===== src/rtl/q_next_max_fp.sv =====
// q_next_max_fp: scans one Q-table row through a 1-cycle-latency read port and
// reports the FP32 row maximum and its action index with a start/done handshake.
module q_next_max_fp #(
  parameter int NUM_STATES  = 16,
  parameter int NUM_ACTIONS = 4,
  parameter int STATE_W     = $clog2(NUM_STATES),
  parameter int ACT_W       = $clog2(NUM_ACTIONS),
  parameter int ADDR_W      = $clog2(NUM_STATES*NUM_ACTIONS)
) (
  input  logic               clk,
  input  logic               rst_n,
  input  logic               start,
  input  logic [STATE_W-1:0] state,
  input  logic               terminal,
  output logic               q_rd_en,
  output logic [ADDR_W-1:0]  q_rd_addr,
  input  logic [31:0]        q_rd_data,
  output logic [31:0]        next_max,
  output logic [ACT_W-1:0]   best_action,
  output logic               err,
  output logic               busy,
  output logic               done
);

  typedef enum logic [1:0] {S_IDLE, S_READ, S_DRAIN, S_DONE} state_t;

  localparam logic [31:0]      QNAN     = 32'h7FC0_0000;
  localparam logic [ACT_W-1:0] LAST_ACT = ACT_W'(NUM_ACTIONS-1);

  state_t              r_fsm, w_fsm_next;
  logic                w_accept, w_bad_in, w_rd_en_next;
  logic [ADDR_W-1:0]   w_base_in, w_rd_addr_next;
  logic [ACT_W-1:0]    w_act_next;

  logic [ADDR_W-1:0]   r_base;
  logic                r_bad;
  logic [ACT_W-1:0]    r_act;
  logic                r_cmp_vld;
  logic [ACT_W-1:0]    r_cmp_idx;
  logic [31:0]         r_max;
  logic [ACT_W-1:0]    r_max_idx;
  logic                r_max_nan;
  logic [31:0]         w_max_upd;
  logic [ACT_W-1:0]    w_max_idx_upd;
  logic                w_max_nan_upd;
  logic                w_replace;

  logic                r_rd_en;
  logic [ADDR_W-1:0]   r_rd_addr;
  logic [31:0]         r_next_max;
  logic [ACT_W-1:0]    r_best;
  logic                r_err, r_busy, r_done;

  function automatic logic f_is_nan(input logic [31:0] x);
    return (x[30:23] == 8'hFF) && (x[22:0] != 23'd0);
  endfunction

  // Monotonic unsigned key for IEEE-754 ordering; -0 folds onto +0.
  function automatic logic [31:0] f_key(input logic [31:0] x);
    logic [31:0] v;
    v = (x == 32'h8000_0000) ? 32'h0000_0000 : x;
    return v[31] ? ~v : (v ^ 32'h8000_0000);
  endfunction

  assign w_base_in = ADDR_W'(state) * ADDR_W'(NUM_ACTIONS);
  assign w_bad_in  = (32'(state) >= 32'(NUM_STATES));

  always_ff @(posedge clk or negedge rst_n) begin
    if (!rst_n) r_fsm <= S_IDLE;
    else        r_fsm <= w_fsm_next;
  end

  // Rows with no reads pass through DRAIN so done lands two cycles after start.
  always_comb begin
    w_fsm_next     = r_fsm;
    w_accept       = 1'b0;
    w_rd_en_next   = 1'b0;
    w_rd_addr_next = r_rd_addr;
    w_act_next     = r_act;
    case (r_fsm)
      S_IDLE: begin
        if (start) begin
          w_accept = 1'b1;
          if (terminal || w_bad_in) begin
            w_fsm_next = S_DRAIN;
          end else begin
            w_fsm_next     = S_READ;
            w_rd_en_next   = 1'b1;
            w_rd_addr_next = w_base_in;
            w_act_next     = '0;
          end
        end
      end
      S_READ: begin
        if (r_act == LAST_ACT) begin
          w_fsm_next = S_DRAIN;
        end else begin
          w_rd_en_next   = 1'b1;
          w_act_next     = r_act + ACT_W'(1);
          w_rd_addr_next = r_base + ADDR_W'(r_act) + ADDR_W'(1);
        end
      end
      S_DRAIN: w_fsm_next = S_DONE;
      S_DONE:  w_fsm_next = S_IDLE;
      default: w_fsm_next = S_IDLE;
    endcase
  end

  // Index 0 seeds the running max; a NaN max yields to any real candidate.
  always_comb begin
    w_replace     = !f_is_nan(q_rd_data) &&
                    (r_max_nan || (f_key(q_rd_data) > f_key(r_max)));
    w_max_upd     = r_max;
    w_max_idx_upd = r_max_idx;
    w_max_nan_upd = r_max_nan;
    if (r_cmp_vld && ((r_cmp_idx == '0) || w_replace)) begin
      w_max_upd     = q_rd_data;
      w_max_idx_upd = r_cmp_idx;
      w_max_nan_upd = f_is_nan(q_rd_data);
    end
  end

  always_ff @(posedge clk or negedge rst_n) begin
    if (!rst_n) begin
      r_base     <= '0;
      r_bad      <= 1'b0;
      r_act      <= '0;
      r_cmp_vld  <= 1'b0;
      r_cmp_idx  <= '0;
      r_max      <= '0;
      r_max_idx  <= '0;
      r_max_nan  <= 1'b0;
      r_rd_en    <= 1'b0;
      r_rd_addr  <= '0;
      r_next_max <= '0;
      r_best     <= '0;
      r_err      <= 1'b0;
      r_busy     <= 1'b0;
      r_done     <= 1'b0;
    end else begin
      r_rd_en   <= w_rd_en_next;
      r_rd_addr <= w_rd_addr_next;
      r_act     <= w_act_next;
      r_busy    <= (w_fsm_next != S_IDLE);
      r_done    <= (w_fsm_next == S_DONE);
      r_cmp_vld <= r_rd_en;
      r_cmp_idx <= r_act;
      if (w_accept) begin
        r_base    <= w_base_in;
        r_bad     <= w_bad_in;
        r_max     <= '0;
        r_max_idx <= '0;
        r_max_nan <= 1'b0;
      end else begin
        r_max     <= w_max_upd;
        r_max_idx <= w_max_idx_upd;
        r_max_nan <= w_max_nan_upd;
      end
      if (r_fsm == S_DRAIN) begin
        r_next_max <= w_max_nan_upd ? QNAN : w_max_upd;
        r_best     <= w_max_idx_upd;
        r_err      <= r_bad;
      end
    end
  end

  assign q_rd_en     = r_rd_en;
  assign q_rd_addr   = r_rd_addr;
  assign next_max    = r_next_max;
  assign best_action = r_best;
  assign err         = r_err;
  assign busy        = r_busy;
  assign done        = r_done;

endmodule


===== config.mk =====
export PLATFORM = sky130hd
export DESIGN_NAME = q_next_max_fp
export DESIGN_NICKNAME = d
export VERILOG_FILES = /design/src/rtl/q_next_max_fp.sv
export SDC_FILE = /design/constraint.sdc
export NUM_CORES = 1
export LEC_CHECK = 0
export ABC_CLOCK_PERIOD_IN_PS = 3050
export BUFFER_PORTS_ARGS = -buffer_cell sky130_fd_sc_hd__buf_2
export CORE_MARGIN = 2
export CORE_UTILIZATION = 45
export CTS_BUF_LIST = sky130_fd_sc_hd__clkbuf_16
export DETAILED_ROUTE_END_ITERATION = 7
export PLACE_DENSITY = 0.68
export SYNTH_ARGS = -nofsm -noshare
export SYNTH_HDL_FRONTEND = slang
export SYNTH_SLANG_ARGS = --single-unit

===== constraint.sdc =====
create_clock -name clk -period 3.05 [get_ports clk]
set_input_delay 0.61 -clock clk [delete_from_list [all_inputs] [get_ports clk]]
set_output_delay 0.61 -clock clk [all_outputs]
set_load 0.02 [all_outputs]

Word-level counts from Yosys, hierarchy flattened
Cells that the tools add are included.
Word-level totals
  bits in registers: 89
  input bits: 40
Operators by class
  add/subtract/negate cells: 3
  magnitude comparators: 1
  equal/unequal tests: 11
  muxes and demuxes: 29
  reductions and logical operators: 12
  bitwise operators: 4
Operators with widths (number)
  2-to-1 mux 32 bit: 7
  equality test 32 bit (second input constant): 2
  NOT 32 bit: 2
  > comparator 32 bit: 1
  nonzero test 23 bit: 1
  2-to-1 mux 6 bit: 3
  2-to-1 mux 2 bit: 8
  case mux 6 bit (2 select lines): 1
  equality test 2 bit (second input constant): 4
  equality test 8 bit (second input constant): 1
  case mux 2 bit (4 select lines): 1
  2-to-1 mux 1 bit: 7
  adder 6 x 1 -> 6 bit (second input constant): 1
  adder 6 x 2 -> 6 bit: 1
  inequality test 2 bit (second input constant): 3
  zero test 2 bit: 2
  case mux 2 bit (2 select lines): 1
  AND reduction 4 bit: 1
  nonzero test 2 bit: 2
  logical AND 1 bit: 3
  adder 2 x 1 -> 2 bit (second input constant): 1
  equality test 2 x 1 -> 1 bit (second input constant): 1
  logical OR 1 bit: 2
  NOT 1 bit: 2
  2 further kinds: 2

Logic depth before layout (Yosys ltp)
Gate-level depths: netlist of run 1.
  depth after elaboration: 11
  mapped depth: 18
  depth with buffers taken out: 13

Least setup slack after synthesis of run 1
No wires, ideal clock.
  path type: in2reg
  from: input q_rd_data[17]
  to: register r_next_max[10], in the netlist next_max[10]
  cell stages on the path: 16
  path slack: -0.683 ns
  buffers on the path: 3
  library setup time: 0.095 ns
  required time: 2.955 ns
  data arrival time: 3.637 ns
  cell sequence: nor4_1 > nand4_1 > nor3_2 > clkbuf_1 > nor2_1 > ha_1 > and3_1 > a221oi_1 > o21ai_1 > mux2_2 > o2111ai_1 > nand3_1 > buf_6 > buf_8 > mux2i_1 > o31ai_1
Between the ends
  word-level cells in the longest chain between the ends: 11
  elaborated cells on any way between the ends: 16
  classes of those cells: 1 x order compare; 1 x eq/ne; 5 x mux; 2 x bitwise; 7 x reduce/logical
RTL lines
  from (decl): RTL line 17  | input logic [31:0] q_rd_data,
  equality test 32 bit: RTL line 61  | v = (x == 32'h8000_0000) ? 32'h0000_0000 : x;
  2-to-1 mux 32 bit: RTL line 61
  NOT 32 bit or NOT 1 bit (tied branches)
  2-to-1 mux 32 bit: RTL line 62  | return v[31] ? ~v : (v ^ 32'h8000_0000);
  > comparator 32 bit: RTL line 112  | (r_max_nan || (f_key(q_rd_data) > f_key(r_max)));
  logical OR 1 bit: RTL line 112
  logical AND 1 bit: RTL line 111  | w_replace = !f_is_nan(q_rd_data) &&
  logical OR 1 bit: RTL line 116  | if (r_cmp_vld && ((r_cmp_idx == '0) || w_replace)) begin
  logical AND 1 bit: RTL line 116
  2-to-1 mux 32 bit or 2-to-1 mux 1 bit (tied branches): RTL line 116
  2-to-1 mux 32 bit (*): RTL line 160  | r_next_max <= w_max_nan_upd ? QNAN : w_max_upd;
  to (signal assigned): RTL line 160
  to (decl): RTL line 50  | logic [31:0] r_next_max;
Mark *: on every way between the ends. The rest lies on a longest branch, timed or not.
A chain may end at the register's enable or synchronous reset.

Final worst setup path of run 1
  from: input q_rd_data[28]
  to: register r_next_max[6], in the netlist next_max[6]
The elaborated chain is that of the path after synthesis.

==> results_dict.tcl, run 1 <==
set metrics [dict create \
    arrival_ps 4070 \
    ir_drop_v 0.000894 \
    drt-initial-drc-count 419 \
    min_path_type "reg -> reg" \
    rsz0062_at_grt "yes" \
    worst_setup_path_end_kind "register" \
    core_mm2 0.0114 \
    setup_ws_ps -853 \
    finalInstanceArea_mm2 0.00788 \
    die_h_um 112 \
    power_leakage_nw 3.56 \
    grt_pass1_vias 5266 \
    required_ps 3220 \
    synth_nets 623 \
    worstPathMaxFanout 8 \
    final_common_cell "buf_4" \
    drv_cap 0 \
    dp_worst_setup_slack_ps -914 \
    clockBufferDepth 2 \
    std_cell_rows 39 \
    fin_util 0.693 \
    die_area_mm2 0.0124 \
    path_class "in -> reg" \
    syn_inst 551 \
    io_buffers 82 \
    cts_buffers 9 \
    status "complete, but fails checks" \
    io_pins 84 \
    ys_types 48 \
    grt-ovfl-total 0 \
    maxSlewHeadroom 0.180 \
    finalCriticalPeriod_ps 3900 \
    yosysWarningCount 0 \
    ctsHoldBuffers 0 \
    place_congestion 0.889 \
    grt_pass1_wl_um 27200 \
    mostFrequentLayoutCells "buf_4, dfrtp_1, nor2_1, buf_2, nand2_1" \
    max_freq_ghz 0.256 \
    total_power_mw 9.61 \
    layout-drive-gt1-share 0.443 \
    start_kind "primary input" \
    vias 5058 \
    setup_viol 68 \
    fin_nets 789 \
    start_util 0.458 \
    synth_area_per_cell_um2 9.45 \
    track_usage 0.277 \
    fin_crit_sh 1.28 \
    finalHoldViolCount 0 \
    dieWidth_um 112 \
    skew_ps 7.93 \
    clkSlewWorstSetupHoldPaths_ps 60 \
    netlist_area_mm2 0.00520 \
    diodes 0 \
    cts_tree "done" \
    worstSkewPairLatency_ps 340 \
    routed_via_density 5.85 \
    htreeDepth 3 \
    yosysSeqAreaShare 0.418 \
    cts_root_buffer "clkbuf_16" \
    wl_per_cell_um 20.6 \
    placed_area_mm2 0.00635 \
    dpl.hpwl_um 10700 \
    grt_start_max_net_pins 88 \
    drc 0 \
    max_slew.worst_pin.slew_ps 1230 \
    dr.pass1.iters 5 \
    drt_wl_total_um 17800 \
    ys_seq_elements 87 \
    syn2layout_area_growth_pct 51.4 \
    clock-sinks 87 \
    antenna_found_initial 0 \
    report.final.slew_viol_count 0 \
    power.density_mw_per_mm2 1220 \
    violations "setup timing" \
    ant_nets 0 \
]
## critical path: stages
cell	delay, ps
buf_2	120
nor4_4	230
nand4b_1	240
nor3_2	300
buf_6	190
buf_12	140
nor2_1	50
ha_1	300
o21ai_1	90
a211oi_1	380
o2111ai_1	180
o211ai_1	180
o2111ai_2	180
nand3_2	160
buf_8	160
buf_16	160
mux2i_4	290
o31ai_1	100
## final timing paths
check	startpoint	end	slack [ps]	cells past startpoint
setup reg to reg	r_max[23]$_DFF_PN0_	next_max[6]$_DFFE_PN0P_	-820	18
setup / recovery	q_rd_data[28]	next_max[6]$_DFFE_PN0P_	-850	18
hold / removal	q_rd_en$_DFF_PN0_	r_cmp_vld$_DFF_PN0_	410	0
max in group asynchronous	rst_n	best_action[1]$_DFFE_PN0P_	1910	1
hold reg to reg	q_rd_en$_DFF_PN0_	r_cmp_vld$_DFF_PN0_	410	0
min in group asynchronous	rst_n	next_max[13]$_DFFE_PN0P_	460	1
## stage by stage
step | hold slack [ps] | setup TNS [ps] | std cells
after floorplan | 314 | -24050 | 551
after global placement | 389 | -49090 | 823
after detailed placement | 395 | -55560 | 823
after CTS | 410 | -29340 | 863
after global routing | 418 | -55320 | 865
final | 413 | -52000 | 865
## state kept, by name, summed over array words and instances (netlist names)
name / cells
r_fsm: 2
done: 1
best_action: 2
q_rd_en: 1
busy: 1
r_max_nan: 1
r_max: 32
q_rd_addr: 5
next_max: 32
r_base: 4
r_cmp_idx: 2
r_cmp_vld: 1
r_act: 1
r_max_idx: 2
## synthesized netlist by cell type (all sizes together)
master    n  area, µm²
conb      1       3.75
nand2b    6       37.5
and4      1       8.76
nand3     6       30.0
xnor2    32        280
mux2i    34        340
nor4     14       87.6
nor4b     1       8.76
a21o      2       15.0
and2      2       12.5
clkbuf   29        109
a22o      1       8.76
o211ai    5       37.5
xor2     34        298
and3      2       12.5
o21a      1       7.51
o21bai    2       15.0
o21ai     9       45.0
o2111ai   2       17.5
a21oi    10       50.1
nand4    11       68.8
mux2      6       67.6
nand4b    1       8.76
a211oi    4       30.0
a22oi     2       15.0
buf       7       68.8
nor3      7       40.0
o41ai     1       8.76
o22ai     1       6.26
nor2     86        323
o31ai    25        193
a2111o    1       11.3
nor3b     1       7.51
nand2    67        251
or2       2       12.5
ha       32        400
inv       5       18.8
a31oi    10       62.6
dfrtp    87       2180
a221oi    1       8.76
## layout make-up
type | count | area (µm²)
Clock buffer | 9 | 225
Clock inverter | 7 | 63.8
Fill cell | 761 | 3490
Inverter | 5 | 18.8
Multi-Input combinational cell | 423 | 3750
Sequential cell | 87 | 2180
Tap cell | 143 | 179
Timing Repair Buffer | 191 | 1470
## power by group
| group | leakage, nW | total [mW] | switching [mW] | internal [mW] |
|---|---|---|---|---|
| clock network | 0.146 | 1.05 | 0.425 | 0.628 |
| registers | 1.09 | 2.04 | 0.366 | 1.67 |
| logic | 2.33 | 6.52 | 3.44 | 3.08 |
## kinds of logic after synthesis
logic type	after synthesis	share of synthesized area
AOI/OAI and AO/OA	77	0.102
xor gates and xnor gates	66	0.111
adders and majority gates	32	0.0769
buffers and inverters	41	0.0377
muxes	40	0.0784
other	1	0.000720
and+or+nand+nor	207	0.175
DFF	87	0.418
## what timing repair did
action | in CTS | in global routing
pin swaps | 52 | 44
gates cloned | 6 | 1
setup buffers | 19 | 4
setup endpoints to repair | 68 | 68
gates resized for setup | 124 | 53
## metal layers
layer,track usage,vias up,part of all wire
met3,0.0626,77,0.068
li1,-,2248,-
met2,0.453,251,0.48
met1,0.350,2482,0.41
met5,0,-,0
met4,0.135,0,0.050
(Power assumes the default switching activity.)
==> inputs of run 2 (changes only) <==
Settings changed: CAP_MARGIN set to 10, CTS_BUF_LIST sky130_fd_sc_hd__clkbuf_16 to not set.
==> results_dict.tcl, run 2 (same netlist as run 1, synthesis figures left out) <==
set metrics [dict create \
    core_mm2 0.0114 \
    dpl.hpwl_um 10700 \
    fin_util 0.702 \
    antenna_found_initial 0 \
    critPathTopFamily "simple AND/OR/NAND/NOR gates" \
    report.final.slew_viol_count 0 \
    setup-tns-final_ps -51550 \
    finalInstanceArea_mm2 0.00798 \
    layout-drive-gt1-share 0.454 \
    cts_buffers 9 \
    io_buffers 82 \
    p_sw_frac 0.440 \
    die_h_um 112 \
    die_area_mm2 0.0124 \
    vias 5197 \
    routed_via_density 5.99 \
    dr.pass1.iters 5 \
    p_int_mw 5.56 \
    maxSlewHeadroom 0.187 \
    path_class "in -> reg" \
    grt_pass1_vias 5272 \
    placed_area_mm2 0.00635 \
    clockPowerShare 0.113 \
    power.density_mw_per_mm2 1240 \
    crit_buf_inv 5 \
    cp_slowest_stage_delay_ps 310 \
    worst_setup_path_end_kind "register" \
    fin_nets 791 \
    grt-ovfl-total 0 \
    io_pins 84 \
    fin_crit_sh 1.29 \
    grt_pass1_wl_um 27200 \
    required_ps 3280 \
    start_kind "primary input" \
    arrival_ps 4160 \
    power_leakage_nw 3.59 \
    finalHoldViolCount 0 \
    drv_cap 0 \
    wl_per_cell_um 21.6 \
    start_util 0.458 \
    min_path_type "reg -> reg" \
    worstSkewPairLatency_ps 340 \
    std_cell_rows 39 \
    worstPathCellList "buf_2 > nor4_4 > nand4b_1 > nor3_2 > buf_6 > buf_12 > nor2_4 > ha_4 > nor4_4 > nand2_1 > o2111ai_1 > o211ai_1 > o2111ai_2 > nand3_2 > buf_4 > buf_12 > mux2i_4 > o31ai_1" \
    grt_start_max_net_pins 88 \
    max_slew.worst_pin.slew_ps 1220 \
    syn2layout_area_growth_pct 53.3 \
    track_usage 0.277 \
    drt-initial-drc-count 437 \
    status "complete, but fails checks" \
    pwr-share-comb 0.681 \
    cts_root_buffer "clkbuf_16" \
    rsz0062_at_grt "yes" \
    ctsHoldBuffers 0 \
    n_fill_cell 733 \
    place_congestion 0.889 \
    switchingPower_mw 4.36 \
    crit_path_top_delay_cell "nor4_4" \
    final_common_cell "buf_4" \
    cts_tree "done" \
    drc 0 \
    setup_ws_ps -875 \
    violations "setup timing" \
    clock-sinks 87 \
    diodes 0 \
    htreeDepth 3 \
    clkSlewWorstSetupHoldPaths_ps 60 \
    mostFrequentLayoutCells "buf_4, dfrtp_1, buf_2, nor2_1, nand2_1" \
    max_freq_ghz 0.255 \
    dieWidth_um 112 \
    dp_worst_setup_slack_ps -914 \
    clockBufferDepth 2 \
    ant_nets 0 \
    skew_ps 10.1 \
    finalCriticalPeriod_ps 3920 \
    ir_drop_v 0.000834 \
    worstPathMaxFanout 8 \
    pwr-share-seq 0.207 \
    drt_wl_total_um 18700 \
    setup_viol 68 \
]
## run 2: changes by cell type in the layout (fill, tap and decap cells not counted), moves of 2 or more
cell,change
ha_4,+2
nor2_1,-2
clkbuf_8,+2
buf_12,+2
nor2_2,+2
clkinv_1,-2
## run 2: stage by stage
stage	power [mW]	instances	hold slack, ps
after floorplan	4.88	551	314
after global routing	10.4	867	422
after global placement	6.09	823	389
final	9.93	867	416
after CTS	8.95	863	410
after detailed placement	6.23	823	395
## run 2: final timing paths
check	startpoint	end	slack [ps]	cells past startpoint
setup / recovery	q_rd_data[28]	next_max[18]$_DFFE_PN0P_	-870	18
hold / removal	q_rd_en$_DFF_PN0_	r_cmp_vld$_DFF_PN0_	420	0
setup reg to reg	r_max[6]$_DFF_PN0_	next_max[18]$_DFFE_PN0P_	-780	17
hold reg to reg	q_rd_en$_DFF_PN0_	r_cmp_vld$_DFF_PN0_	420	0
max in group asynchronous	rst_n	done$_DFF_PN0_	1900	1
min in group asynchronous	rst_n	next_max[11]$_DFFE_PN0P_	470	1
## run 2: final cells by class
cell class | instances | area [µm²] | share of cell area
Clock buffer | 12 | 256 | 0.0322
Sequential cell | 87 | 2180 | 0.273
Clock inverter | 4 | 52.6 | 0.00659
Timing Repair Buffer | 193 | 1510 | 0.190
Inverter | 5 | 18.8 | 0.00235
Multi-Input combinational cell | 423 | 3780 | 0.474
Tap cell | 143 | 179 | 0.0224
## run 2: power groups by stage
stage	sequential (mW)	combinational, mW	clock, mW
final	2.05	6.76	1.12
after global routing	2.09	7.13	1.18
after CTS	2.00	5.84	1.12
after detailed placement	1.99	4.25	0
after global placement	1.97	4.12	0
after floorplan	2.29	2.58	0
## run 2: repair_timing
action / in CTS / in global routing
endpoints found under the setup margin: 68 / 68
buffers inserted: 19 / 6
gates cloned: 6 / 1
resized for setup: 124 / 62
pin swaps: 52 / 43
endpoints found under the hold margin: 0 / 0
## run 2: layer usage
layer,share of wire,track usage
met5,0,0
met1,0.39,0.347
met2,0.48,0.455
met4,0.059,0.157
met3,0.078,0.0484
